==> src/rtl/param_mux_scan.sv <==
// param_mux_scan: registered N-channel mux with manual select and an
// optional round-robin scan mode.
// Scan mode is built only when the macro PARAM_MUX_SCAN_SCAN_EN is defined;
// otherwise mode is ignored and the channel changes only on sel_load.
module param_mux_scan #(
   parameter  int WIDTH    = 1,
   parameter  int CHANNELS = 4,
   parameter  int DWELL    = 8,
   localparam int SELW     = $clog2(CHANNELS)
) (
   input  logic                      clk,
   input  logic                      rst,
   input  logic [CHANNELS*WIDTH-1:0] data_in,
   input  logic [SELW-1:0]           sel,
   input  logic                      sel_load,
   input  logic                      mode,
   input  logic                      hold,
   output logic [WIDTH-1:0]          data_out,
   output logic [SELW-1:0]           ch_out,
   output logic                      valid,
   output logic                      switched
);

   // Channel k of the flat input bus, indexable by a SELW-bit channel number
   logic [WIDTH-1:0] ch_data [CHANNELS];

   for (genvar k = 0; k < CHANNELS; k++) begin : g_split
      assign ch_data[k] = data_in[k*WIDTH +: WIDTH];
   end

   logic [SELW-1:0]  cur_q, cur_d;
   logic [SELW-1:0]  prev_q;
   logic [WIDTH-1:0] dout_q;
   logic [SELW-1:0]  ch_q;
   logic             valid_q;
   logic             switched_q;

`ifdef PARAM_MUX_SCAN_SCAN_EN
   localparam logic [7:0] DWELL_LAST = 8'(DWELL - 1);

   logic [7:0] cnt_q, cnt_d;

   // Next channel/dwell count: load wins, manual parks cnt at 0, scan advances
   always_comb begin
      cur_d = cur_q;
      cnt_d = cnt_q;
      if (sel_load) begin
         cur_d = sel;
         cnt_d = '0;
      end else if (!mode) begin
         cnt_d = '0;
      end else if (!hold) begin
         if (cnt_q == DWELL_LAST) begin
            cnt_d = '0;
            cur_d = cur_q + SELW'(1);
         end else begin
            cnt_d = cnt_q + 8'd1;
         end
      end
   end

   // Dwell counter; reset discards any partial dwell
   always_ff @(posedge clk or posedge rst) begin
      if (rst) begin
         cnt_q <= '0;
      end else begin
         cnt_q <= cnt_d;
      end
   end
`else
   // Scan hardware is absent; mode is kept as a port but has no effect
   logic unused_mode;
   assign unused_mode = mode;

   // Next channel changes only on an explicit load
   always_comb begin
      cur_d = cur_q;
      if (sel_load) begin
         cur_d = sel;
      end
   end
`endif

   // Channel state, output sampling and the change-detect pulse
   always_ff @(posedge clk or posedge rst) begin
      if (rst) begin
         cur_q      <= '0;
         prev_q     <= '0;
         dout_q     <= '0;
         ch_q       <= '0;
         valid_q    <= 1'b0;
         switched_q <= 1'b0;
      end else begin
         cur_q      <= cur_d;
         prev_q     <= cur_q;
         // prev_q lags cur_q by one edge, so the pulse lines up with ch_out
         switched_q <= (cur_q != prev_q);
         if (!hold) begin
            dout_q  <= ch_data[cur_q];
            ch_q    <= cur_q;
            valid_q <= 1'b1;
         end
      end
   end

   assign data_out = dout_q;
   assign ch_out   = ch_q;
   assign valid    = valid_q;
   assign switched = switched_q;

endmodule

==> config.mk <==
export PLATFORM = sky130hd
export DESIGN_NAME = param_mux_scan
export DESIGN_NICKNAME = d
export VERILOG_FILES = /design/src/rtl/param_mux_scan.sv
export SDC_FILE = /design/constraint.sdc
export NUM_CORES = 1
export LEC_CHECK = 0
export BUFFER_PORTS_ARGS = -buffer_cell sky130_fd_sc_hd__buf_2
export CORE_AREA = 4 4 41 43
export CTS_BUF_LIST = sky130_fd_sc_hd__clkbuf_8
export CTS_CLUSTER_DIAMETER = 120
export DETAILED_ROUTE_END_ITERATION = 8
export DIE_AREA = 0 0 45 47
export GPL_ROUTABILITY_DRIVEN = 0
export SYNTH_ARGS = -nofsm -noshare
export SYNTH_HDL_FRONTEND = slang
export SYNTH_SLANG_ARGS = --single-unit
==> constraint.sdc <==
create_clock -name clk -period 1.3 [get_ports clk]
set_input_delay 0.26 -clock clk [delete_from_list [all_inputs] [get_ports clk]]
set_output_delay 0.26 -clock clk [all_outputs]
set_load 0.01 [all_outputs]
Yosys cells after proc, flatten, opt, wreduce, memory -nomap -nowiden:

Cells that the tools add are included.

* flip-flop bits (word level): 9
* input port bits: 11
* output and inout bits: 5
* word-level logic and storage cells: 12

* order comparisons: 1
* equal/unequal tests: 1
* mux-type cells: 3
* bitwise gates (word level): 1

Operators by type and width (count)
* $ge A3 B3 Y1 const B: 1
* $not A2 Y3: 1
* $bmux W1 S2: 1
* $mux W1: 2
* $ne A2 B2 Y1: 1

Longest topological paths before layout:

Gate-level depths: netlist of run 1.

* depth in word-level cells: 4
* mapped depth: 3

Least setup slack after synthesis of run 1:

OpenSTA, ideal clock, no wires.

* path type: reg-to-reg
* from: reg cur_q[0]
* to: reg dout_q (netlist: data_out)
* setup time: 0.145 ns
* arrival: 0.888 ns
* required time: 1.155 ns
* setup slack: 0.267 ns
* cell stages (with the launch flop): 4
* path buffers: 0
* period minus slack after synthesis: 1.033 ns
* path through: dfrtp_1 nor2b_1 a2111oi_0 a221oi_1

* word-level cells in the longest chain between the ends: 4

Ends and longest elaborated chain
* from (decl): RTL line 31 `logic [SELW-1:0] cur_q, cur_d;`
* from (signal assigned): RTL line 94 `cur_q <= cur_d;`
* $not A2 Y3 (not written as such): RTL line 99 `dout_q <= ch_data[cur_q];`
* $bmux W1 S2: RTL line 99
* $mux W1 (not written as such) (2 in a row): RTL line 99
* to (signal assigned): RTL line 99
* to (decl): RTL line 33 `logic [WIDTH-1:0] dout_q;`

Every way passes these cells. The select of a mux whose other input is x is not followed.
A chain may end at the register's enable or synchronous reset.

Final worst setup path of run 1:

Same ends and word-level chain as after synthesis.

==> results of run 1 <==
-- metrics by stage --
stage / cells / hold slack, ns / total power, uW
global placement: 54 / 0.235 / 436
floorplan: 24 / 0.0879 / 388
detailed placement: 54 / 0.236 / 437
finish: 59 / 0.253 / 734
global route: 59 / 0.271 / 776
CTS: 59 / 0.251 / 750
-- cell usage after synthesis --
cell	instances	share of area [%]
inv_1	2	2.2
mux2_2	1	3.3
a21o_1	1	2.2
xnor2_1	2	5.1
dfrtp_1	9	66
nand2b_1	1	1.8
nand2_1	1	1.1
nor2b_1	2	3.7
a221oi_1	1	2.6
mux2i_1	1	2.9
a2111oi_0	1	2.6
mux2_1	2	6.6
-- cells by family (layout without fill, tap and decap cells) --
logic type | Yosys count | count (layout)
flip-flops | 9 | 9
buffers and inverters | 2 | 22
AO/OA/AOI/OAI | 3 | 3
AND/OR/NAND/NOR | 4 | 4
multiplexers | 4 | 4
XOR/XNOR | 2 | 2
-- power by group through the flow --
stage	logic (uW)	registers (uW)	clock network [uW]
2_1_floorplan	41.6	346	0
3_3_place_gp	99.9	336	0
3_5_place_dp	101	337	0
4_1_cts	103	333	314
5_1_grt	113	337	326
6_report	100	332	301
-- worst paths after layout --
path | cells after the start | endpoint | startpoint | slack [ns]
setup / recovery | 3 | data_out | cur_q[0] | 0.24
hold / removal | 2 | cur_q[1] | sel[1] | 0.25
setup reg to reg | 3 | data_out | cur_q[0] | 0.24
hold reg to reg | 1 | valid | valid | 0.46
max in group asynchronous | 3 | data_out | rst | 0.52
min in group asynchronous | 3 | prev_q[1] | rst | 0.54
-- cell usage in the layout, fill, tap and decap left out --
master	count
a2111oi_0	1
a21o_1	1
a221oi_1	1
buf_2	14
buf_4	1
clkbuf_8	3
dfrtp_1	9
dlygate4sd3_1	1
inv_1	3
mux2_1	2
mux2_2	1
mux2i_1	1
nand2_1	1
nand2b_1	1
nor2b_1	2
xnor2_1	2
-- final cells by class --
type	count	area (um2)
clock buffer	3	41.3
sequential	9	225
timing repair buffer	16	87.6
tap	15	18.8
inverter	2	7.51
multi-input combinational	13	109
fill	137	808
clock inverter	1	3.75
-- layer usage --
| layer | global-route usage [%] | wire length [um] |
|---|---|---|
| met5 | 0 | 0 |
| met4 | 7.02 | 8 |
| met3 | 2.30 | 43 |
| met2 | 9.04 | 285 |
| met1 | 8.00 | 268 |
-- sequential cells by signal (all words and copies together) (netlist names) --
register	cells
cur_q	2
data_out	1
switched	1
ch_out	2
valid	1
prev_q	2
==> out/metrics.yaml, run 1 <==
run_status:
  status: "completed"
clock_tree:
  cts.sinks: 9
  clock_latency_ns: 0.22
  cts_resized: 0
  numCtsBuffers: 3
  post_cts_buffers: 0
  clkTransAtPathRegs_ns: 0.04
  postCtsHoldBufs: 1
  cts_root_buf: "clkbuf_8"
  cts_tree: "yes"
  cts_buffer_depth: 2
  htreeDepth: 1
sta:
  tightest_slew_ns: 0.367
  rsz0062_at_grt: "no"
  relSlewSlack_pct: 74.9
  finalCritPeriodShare_pct: 81.7
  setup_viol: 0
  fmax_mhz: 941
  tns_ns: 0
  layout_setup_ws_ns: 0.238
  finalHoldViolCount: 0
  period_needed_ns: 1.06
  clock_skew_ns: 0.000387
  slew_violations: 0
die:
  rows: 13
  initial_core_util_pct: 26.3
  io_pins: 16
  dieWidth_um: 45
  die_area_um2: 2120
  core-area_um2: 1300
  die_h_um: 47
worst_setup_path:
  cp.arrival_ns: 1.15
  startpoint_type: "register"
  slowest_stage: "dfrtp_1"
  crit_family: "compound AO/OA/AOI/OAI gates"
  critPathMaxFanout: 4
  crit_buf_inv: 0
  crit_chain: "nor2b_1, a2111oi_0, a221oi_1"
  path_class: "reg2reg"
  cp.required_ns: 1.38
  slowest_delay_ns: 0.40
  endpoint_kind: "register"
synth:
  avgSynthCellArea_um2: 14.2
  synth_compound_area_share_pct: 7.33
  synth_fp_nets: 35
  synthSimpleGateAreaFrac_pct: 6.59
  synth_cell_type_count: 12
  synthXorXnorAreaFrac_pct: 5.13
  netlist_instances: 24
  yosysWarnings: 0
  synth_top_family_by_area: "multiplexers"
  synth_area_um2: 342
  ys_seq_elements: 9
  synthAdderAreaFrac_pct: 0
  muxShareOfSynthArea_pct: 12.8
  synth_seq_area_share_pct: 65.9
place:
  port_buffers: 14
  place_hpwl_um: 482
  place_ws_ns: 0.228
  dpl_cell_area_um2: 438
global_routing:
  grt.overflow.total: 0
  grt_max_degree: 10
  first_global_vias: 224
  antenna_found_initial: 0
  grt_pass1_wl_um: 959
  track_usage_pct: 6.71
detailed_routing:
  drt_wl_total_um: 606
  via_per_inst: 4.15
  wl_per_cell_um: 10.3
  ant_nets: 0
  drcViolationCount: 0
  dr.pass1.iters: 1
  via_count: 245
  drt_iter0_markers: 0
power:
  power_frac_comb_pct: 13.7
  p_int_uw: 574
  p_leak_uw: 0.000241
  switchingPower_uw: 160
  power_frac_clock_pct: 41.1
  peakVddDrop_mv: 0.611
  powerDensity_nw_per_um2: 1490
  power.share.sequential_pct: 45.3
  swShare_pct: 21.8
worst_hold_path:
  hold_class: "in2reg"
finish:
  drive_gt1_share_pct: 43.2
  fin_nets: 56
  area_growth_pct: 44.3
  fin_util_pct: 37.9
  n_antenna_cell: 0
  fin_area_um2: 493
flow_run:
  drv_cap: 0
(Power assumes the default switching activity.)
==> inputs of run 2 (changes only) <==
- ABC_AREA: not set -> 1
- clock period: 1.3 -> 0.9 ns (I/O delays scaled with it)
==> run 2 against run 1 <==
Net effect: the flow now finishes with violations (setup timing); clock-buffer cell count stayed put; highest routed layer is now met3; via count is 24% higher; synthesized cell count is 63% higher; die area stayed put; sequential power is 43% higher; sequential cell count stayed put; global-route usage is 1.3 points higher; register-to-register slack worse by 0.21 ns.
==> out/metrics.yaml, run 2 <==
run_status:
  status: "finished with violations"  # was completed
  violations: "setup timing"
finish:
  n_antenna_cell: 0  # unchanged
  area_growth_pct: 46.9  # was 44.3%
  final_cell_mix: "buf_2, nand2_1, inv_1, dfrtp_1, o21ai_0"  # was buf_2, dfrtp_1, inv_1, clkbuf_8
  fin_util_pct: 40.4  # was 37.9%
  drive_gt1_share_pct: 37.7  # was 43.2%
  fin_area_um2: 526  # was 493 um2
  fin_nets: 73  # was 56
  layout_commonest_cell: "buf_2"  # unchanged
global_routing:
  track_usage_pct: 7.97  # was 6.71%
  grt_max_degree: 10  # unchanged
  first_global_vias: 293  # was 224
  grt_pass1_wl_um: 1140  # was 959 um
  antenna_found_initial: 0  # unchanged
  grt.overflow.total: 0  # unchanged
detailed_routing:
  drt_iter0_markers: 2  # was 0
  dr.pass1.iters: 2  # was 1
  drcViolationCount: 0  # unchanged
  via_per_inst: 4.00  # was 4.15
  ant_nets: 0  # unchanged
  drt_wl_total_um: 721  # was 606 um
  via_count: 304  # was 245
  wl_per_cell_um: 9.49  # was 10.3 um
worst_setup_path:
  r2r_cells: 6  # was 3
  crit_family: "flip-flops"  # was compound AO/OA/AOI/OAI gates
  startpoint_type: "register"  # unchanged
  crit_cells: 1  # was 3
  cp.required_ns: 0.72  # was 1.38 ns
  crit_chain: "buf_2"  # was nor2b_1, a2111oi_0, a221oi_1
  endpoint_kind: "primary output"  # was register
  slowest_delay_ns: 0.37  # was 0.40 ns
  cp.arrival_ns: 0.74  # was 1.15 ns
  critPathMaxFanout: 2  # was 4
  r2r-start: "cur_q[0]"  # unchanged
  r2r-end: "data_out"  # unchanged
  path_class: "reg2out"  # was reg2reg
  crit_buf_inv: 1  # was 0
  slowest_stage: "dfrtp_1"  # unchanged
  rrSetupSlack_ns: 0.03  # was 0.24 ns
synth:
  avgSynthCellArea_um2: 9.18  # was 14.2 um2
  synth_top_cell_by_area: "dfrtp_1"  # unchanged
  synthXorXnorAreaFrac_pct: 4.90  # was 5.13%
  netlist_instances: 39  # was 24
  ys_seq_elements: 9  # unchanged
  yosysMostFrequentCell: "nand2_1"  # was dfrtp_1
  muxShareOfSynthArea_pct: 0  # was 12.8%
  synth_top_area_share_pct: 62.9  # was 65.9%
  synthAdderAreaFrac_pct: 0  # unchanged
  async_flop_share_pct: 100  # unchanged
  yosys-top-cells-area: "dfrtp_1, nand2_1, inv_1, o21ai_0, xnor2_1"  # was dfrtp_1, mux2_1, xnor2_1, nor2b_1, mux2_2
  synthSimpleGateAreaFrac_pct: 18.2  # was 6.59%
  synth_top_family_by_area: "simple AND/OR/NAND/NOR gates"  # was multiplexers
  synth_common_cells: "nand2_1, dfrtp_1, inv_1"  # was dfrtp_1, inv_1, mux2_1, nor2b_1, xnor2_1
  synth_cell_type_count: 8  # was 12
  synth_seq_area_share_pct: 62.9  # was 65.9%
  synth_fp_nets: 50  # was 35
  synth-edff-count: 0  # unchanged
  ys.flop_type: "dfrtp_1"  # unchanged
  yosysWarnings: 0  # unchanged
  synth_compound_area_share_pct: 5.59  # was 7.33%
  synth_area_um2: 358  # was 342 um2
sta:
  tightest_slew_ns: 0.360  # was 0.367 ns
  clock_skew_ns: 0.000886  # was 0.000387 ns
  setup_viol: 4  # was 0
  layout_setup_ws_ns: -0.0239  # was 0.238 ns
  relSlewSlack_pct: 76.0  # was 74.9%
  fmax_mhz: 1080
  slew_violations: 0  # unchanged
  tns_ns: -0.0647  # was 0 ns
  period_needed_ns: 0.924
  rsz0062_at_grt: "yes"  # was no
  finalCritPeriodShare_pct: 103
  finalHoldViolCount: 0  # unchanged
die:
  die_area_um2: 2120  # unchanged
  io_pins: 16  # unchanged
  rows: 13  # unchanged
  initial_core_util_pct: 27.5  # was 26.3%
  die_h_um: 47  # unchanged
  core-area_um2: 1300  # unchanged
  dieWidth_um: 45  # unchanged
clock_tree:
  numCtsBuffers: 3  # unchanged
  cts_buffer_depth: 2  # unchanged
  clock_latency_ns: 0.23  # was 0.22 ns
  cts_root_buf: "clkbuf_8"  # unchanged
  clkTransAtPathRegs_ns: 0.04  # about the same
  cts_tree: "yes"  # unchanged
  htreeDepth: 1  # unchanged
  cts.sinks: 9  # unchanged
place:
  dpl_cell_area_um2: 462  # was 438 um2
  place_ws_ns: 0.0175  # was 0.228 ns
  place_hpwl_um: 558  # was 482 um
  port_buffers: 14  # unchanged
power:
  powerDensity_nw_per_um2: 2050  # was 1490 nW/um2
  p_total_uw: 1080  # was 734 uW
  peakVddDrop_mv: 0.698  # was 0.611 mV
  p_leak_uw: 0.000289  # was 0.000241 uW
worst_hold_path:
  min_path_cells: 3  # was 2
  hold_class: "in2reg"  # unchanged
  worstHoldStart: "sel[0]"  # was sel[1]
  hold_end: "cur_q[0]"  # was cur_q[1]
flow_run:
  drv_cap: 0  # unchanged
run 2: cell count changes after synthesis, sizes merged, moves of 2 or more:
cell / before / now
inv: 2 / 8
mux2: 3 / 0
nand2: 1 / 13
nand3: 0 / 2
nor2b: 2 / 0
o21ai: 0 / 4
run 2: worst max-delay path by stage:
stage                         start   endpoint  slack (ns)
after global placement     cur_q[0]   data_out        0.03
after detailed placement   cur_q[0]   data_out        0.02
after CTS                 ch_out[1]  ch_out[1]       -0.04
final                     ch_out[1]  ch_out[1]       -0.02
after global routing      ch_out[1]  ch_out[1]       -0.05
after floorplan            cur_q[0]   data_out        0.08
run 2: per-stage QoR:
| stage | cells | hold slack [ns] |
|---|---|---|
| floorplan | 39 | 0.00792 |
| global placement | 70 | 0.156 |
| detailed placement | 70 | 0.163 |
| CTS | 76 | 0.158 |
| global route | 76 | 0.181 |
| finish | 76 | 0.160 |
run 2: cell type report:
| class | instances | area [um2] |
|---|---|---|
| Clock buffer | 3 | 41.3 |
| Clock inverter | 1 | 3.75 |
| Fill cell | 149 | 776 |
| Inverter | 8 | 30.0 |
| Multi-Input combinational cell | 22 | 103 |
| Sequential cell | 9 | 226 |
| Tap cell | 15 | 18.8 |
| Timing Repair Buffer | 18 | 103 |
run 2: cells by family after synthesis:
| family | Yosys count |
|---|---|
| AO/OA/AOI/OAI | 4 |
| buffers and inverters | 8 |
| flip-flops | 9 |
| XOR/XNOR | 2 |
| AND/OR/NAND/NOR | 16 |
run 2: where the power goes:
group | total [uW] | internal [uW] | switching, uW | leakage [uW]
combinational | 152 | 78.9 | 73.1 | 0.000158
clock | 450 | 297 | 154 | 0.0000269
sequential | 474 | 448 | 25.4 | 0.000104
run 2: what timing repair did:
item,4_1_cts,5_1_grt
hold buffers,1,0
setup buffers,1,0
resized for setup,0,1
endpoints found under the setup margin,4,6
cloned,0,0
endpoints found under the hold margin,9,0
run 2: layer usage:
layer | vias up | track usage (%) | wire length (um) | part of all wire, %
li1 | 158 | - | - | -
met1 | 134 | 9.32 | 344 | 48
met2 | 12 | 10.7 | 303 | 42
met4 | 0 | 7.02 | 0 | 0
met3 | 0 | 3.83 | 73 | 10
met5 | - | 0 | 0 | 0
==> inputs of run 3 (changes only) <==
- ABC_AREA: 1 -> not set
==> run 3 against run 2 <==
Net effect: non-clock buffer count is 2 higher; largest cell class unchanged; the flow still finishes with violations (setup timing); clock skew is 0.00098 ns higher; utilization is 2.9 points higher; sequential power is 3% higher.
==> out/metrics.yaml, run 3 (synthesis results as in run 1) <==
run_status:
  status: "finished with violations"  # unchanged
  violations: "setup timing"  # unchanged
power:
  powerDensity_nw_per_um2: 2030  # was 2050 nW/um2
  p_leak_uw: 0.000270  # was 0.000289 uW
  peakVddDrop_mv: 0.873  # was 0.698 mV
  p_total_uw: 1140  # was 1080 uW
worst_setup_path:
  critPathMaxFanout: 4  # was 2
  startpoint_type: "register"  # unchanged
  cp.arrival_ns: 1.12  # was 0.74 ns
  cp.required_ns: 1.02  # was 0.72 ns
  endpoint_kind: "register"  # was primary output
  path_class: "reg2reg"  # was reg2out
clock_tree:
  post_cts_buffers: 0  # was 1
  cts_root_buf: "clkbuf_8"  # unchanged
  cts_tree: "yes"  # unchanged
  numCtsBuffers: 3  # unchanged
  htreeDepth: 1  # unchanged
  clock_latency_ns: 0.24  # was 0.23 ns
  clkTransAtPathRegs_ns: 0.04  # about the same
  cts_buffer_depth: 2  # unchanged
  cts.sinks: 9  # unchanged
global_routing:
  first_global_vias: 253  # was 293
  grt_max_degree: 10  # unchanged
  grt_pass1_wl_um: 1100  # was 1140 um
  antenna_found_initial: 0  # unchanged
  track_usage_pct: 8.88  # was 7.97%
  grt.overflow.total: 0  # unchanged
place:
  port_buffers: 14  # unchanged
  place_hpwl_um: 511  # was 558 um
  place_inst: 58  # was 70
detailed_routing:
  via_count: 273  # was 304
  drcViolationCount: 0  # unchanged
  drt_iter0_markers: 0  # was 2
  wl_per_cell_um: 11.6  # was 9.49 um
  drt_wl_total_um: 728  # was 721 um
  via_per_inst: 4.33  # was 4.00
  dr.pass1.iters: 1  # was 2
  ant_nets: 0  # unchanged
sta:
  relSlewSlack_pct: 78.4  # was 76.0%
  clock_skew_ns: 0.00187  # was 0.000886 ns
  layout_setup_ws_ns: -0.100  # was -0.0239 ns
  rsz0062_at_grt: "yes"  # unchanged
  fmax_mhz: 1000  # was 1080 MHz
  tightest_slew_ns: 0.324  # was 0.360 ns
  finalHoldViolCount: 0  # unchanged
  setup_viol: 8  # was 4
  period_needed_ns: 1.00  # was 0.924 ns
  slew_violations: 0  # unchanged
  finalCritPeriodShare_pct: 111  # was 103%
  worst_hold_slack_ns: 0.163  # was 0.160 ns
die:
  dieWidth_um: 45  # unchanged
  core-area_um2: 1300  # unchanged
  io_pins: 16  # unchanged
  die_h_um: 47  # unchanged
  initial_core_util_pct: 26.3  # was 27.5%
  die_area_um2: 2120  # unchanged
  rows: 13  # unchanged
finish:
  fin_nets: 60  # was 73
  final_cell_mix: "buf_2, dfrtp_1, buf_4"  # was buf_2, nand2_1, inv_1, dfrtp_1, o21ai_0
  layout_commonest_cell: "buf_2"  # unchanged
  n_antenna_cell: 0  # unchanged
  seq_area_um2: 226  # unchanged
  drive_gt1_share_pct: 58.3  # was 37.7%
  fin_cells: 63  # was 76
  area_growth_pct: 64.8  # was 46.9%
  num-fill-cells: 142  # was 149
  multi_input_area_um2: 144  # was 103 um2
worst_hold_path:
  hold_class: "in2reg"  # unchanged
flow_run:
  drv_cap: 0  # unchanged
run 3: cell count changes in the layout (fill, tap and decap cells not counted), sizes merged, moves of 2 or more:
cell / delta
buf: +2
o21ai: -4
nand2: -12
nand3: -2
inv: -6
nor2b: +2
mux2: +3
run 3: layout make-up:
type	instances	share of cell area, %
sequential	9	40.2
multi-input combinational	13	25.6
timing repair buffer	20	21.6
clock buffer	3	7.33
tap	15	3.33
inverter	2	1.33
clock inverter	1	0.667
run 3: per-stage QoR:
step / utilization (%) / worst slack (ns) / TNS [ns] / area (um2)
floorplan: - / -0.108 / -0.108 / 342
detailed placement: 36.0 / -0.136 / -0.208 / 468
global placement: 36.0 / -0.101 / -0.166 / 468
global route: 43.3 / -0.130 / -0.685 / 563
CTS: 40.6 / -0.121 / -0.401 / 528
finish: 43.3 / -0.100 / -0.380 / 563
run 3: critical path, stage by stage (launching register included):
cell,delay [ns]
dfrtp_2,0.44
buf_4,0.17
mux2_1,0.27
run 3: path summary, 6_finish.rpt:
path                       startpoint         to  slack [ns]  cells after the start
setup / recovery             cur_q[0]  ch_out[0]       -0.10                      2
min in group asynchronous         rst   cur_q[1]        0.44                      3
hold reg to reg                 valid      valid        0.47                      1
max in group asynchronous         rst   cur_q[0]        0.20                      3
setup reg to reg             cur_q[0]  ch_out[0]       -0.10                      2
hold / removal                 sel[1]   cur_q[1]        0.16                      2
run 3: layer usage:
layer | vias to the layer above | share of wire [%] | GRT usage [%] | routed length, um
met5 | - | 0 | 0 | 0
met4 | 0 | 5.5 | 12.3 | 40
met3 | 5 | 8.1 | 6.90 | 59
met2 | 9 | 49 | 11.0 | 356
met1 | 130 | 37 | 7.78 | 272
li1 | 129 | - | - | -
run 3: power breakdown:
part	internal (uW)	switching (uW)	total, uW
Combinational	115	82.7	197
Sequential	454	32.4	486
Clock	297	162	459
run 3: what timing repair did:
action,in CTS,in global routing
gates resized for setup,2,6
pin swaps,1,1
endpoints found under the hold margin,9,0
endpoints found under the setup margin,8,9
gates cloned,0,0
hold buffers,1,0
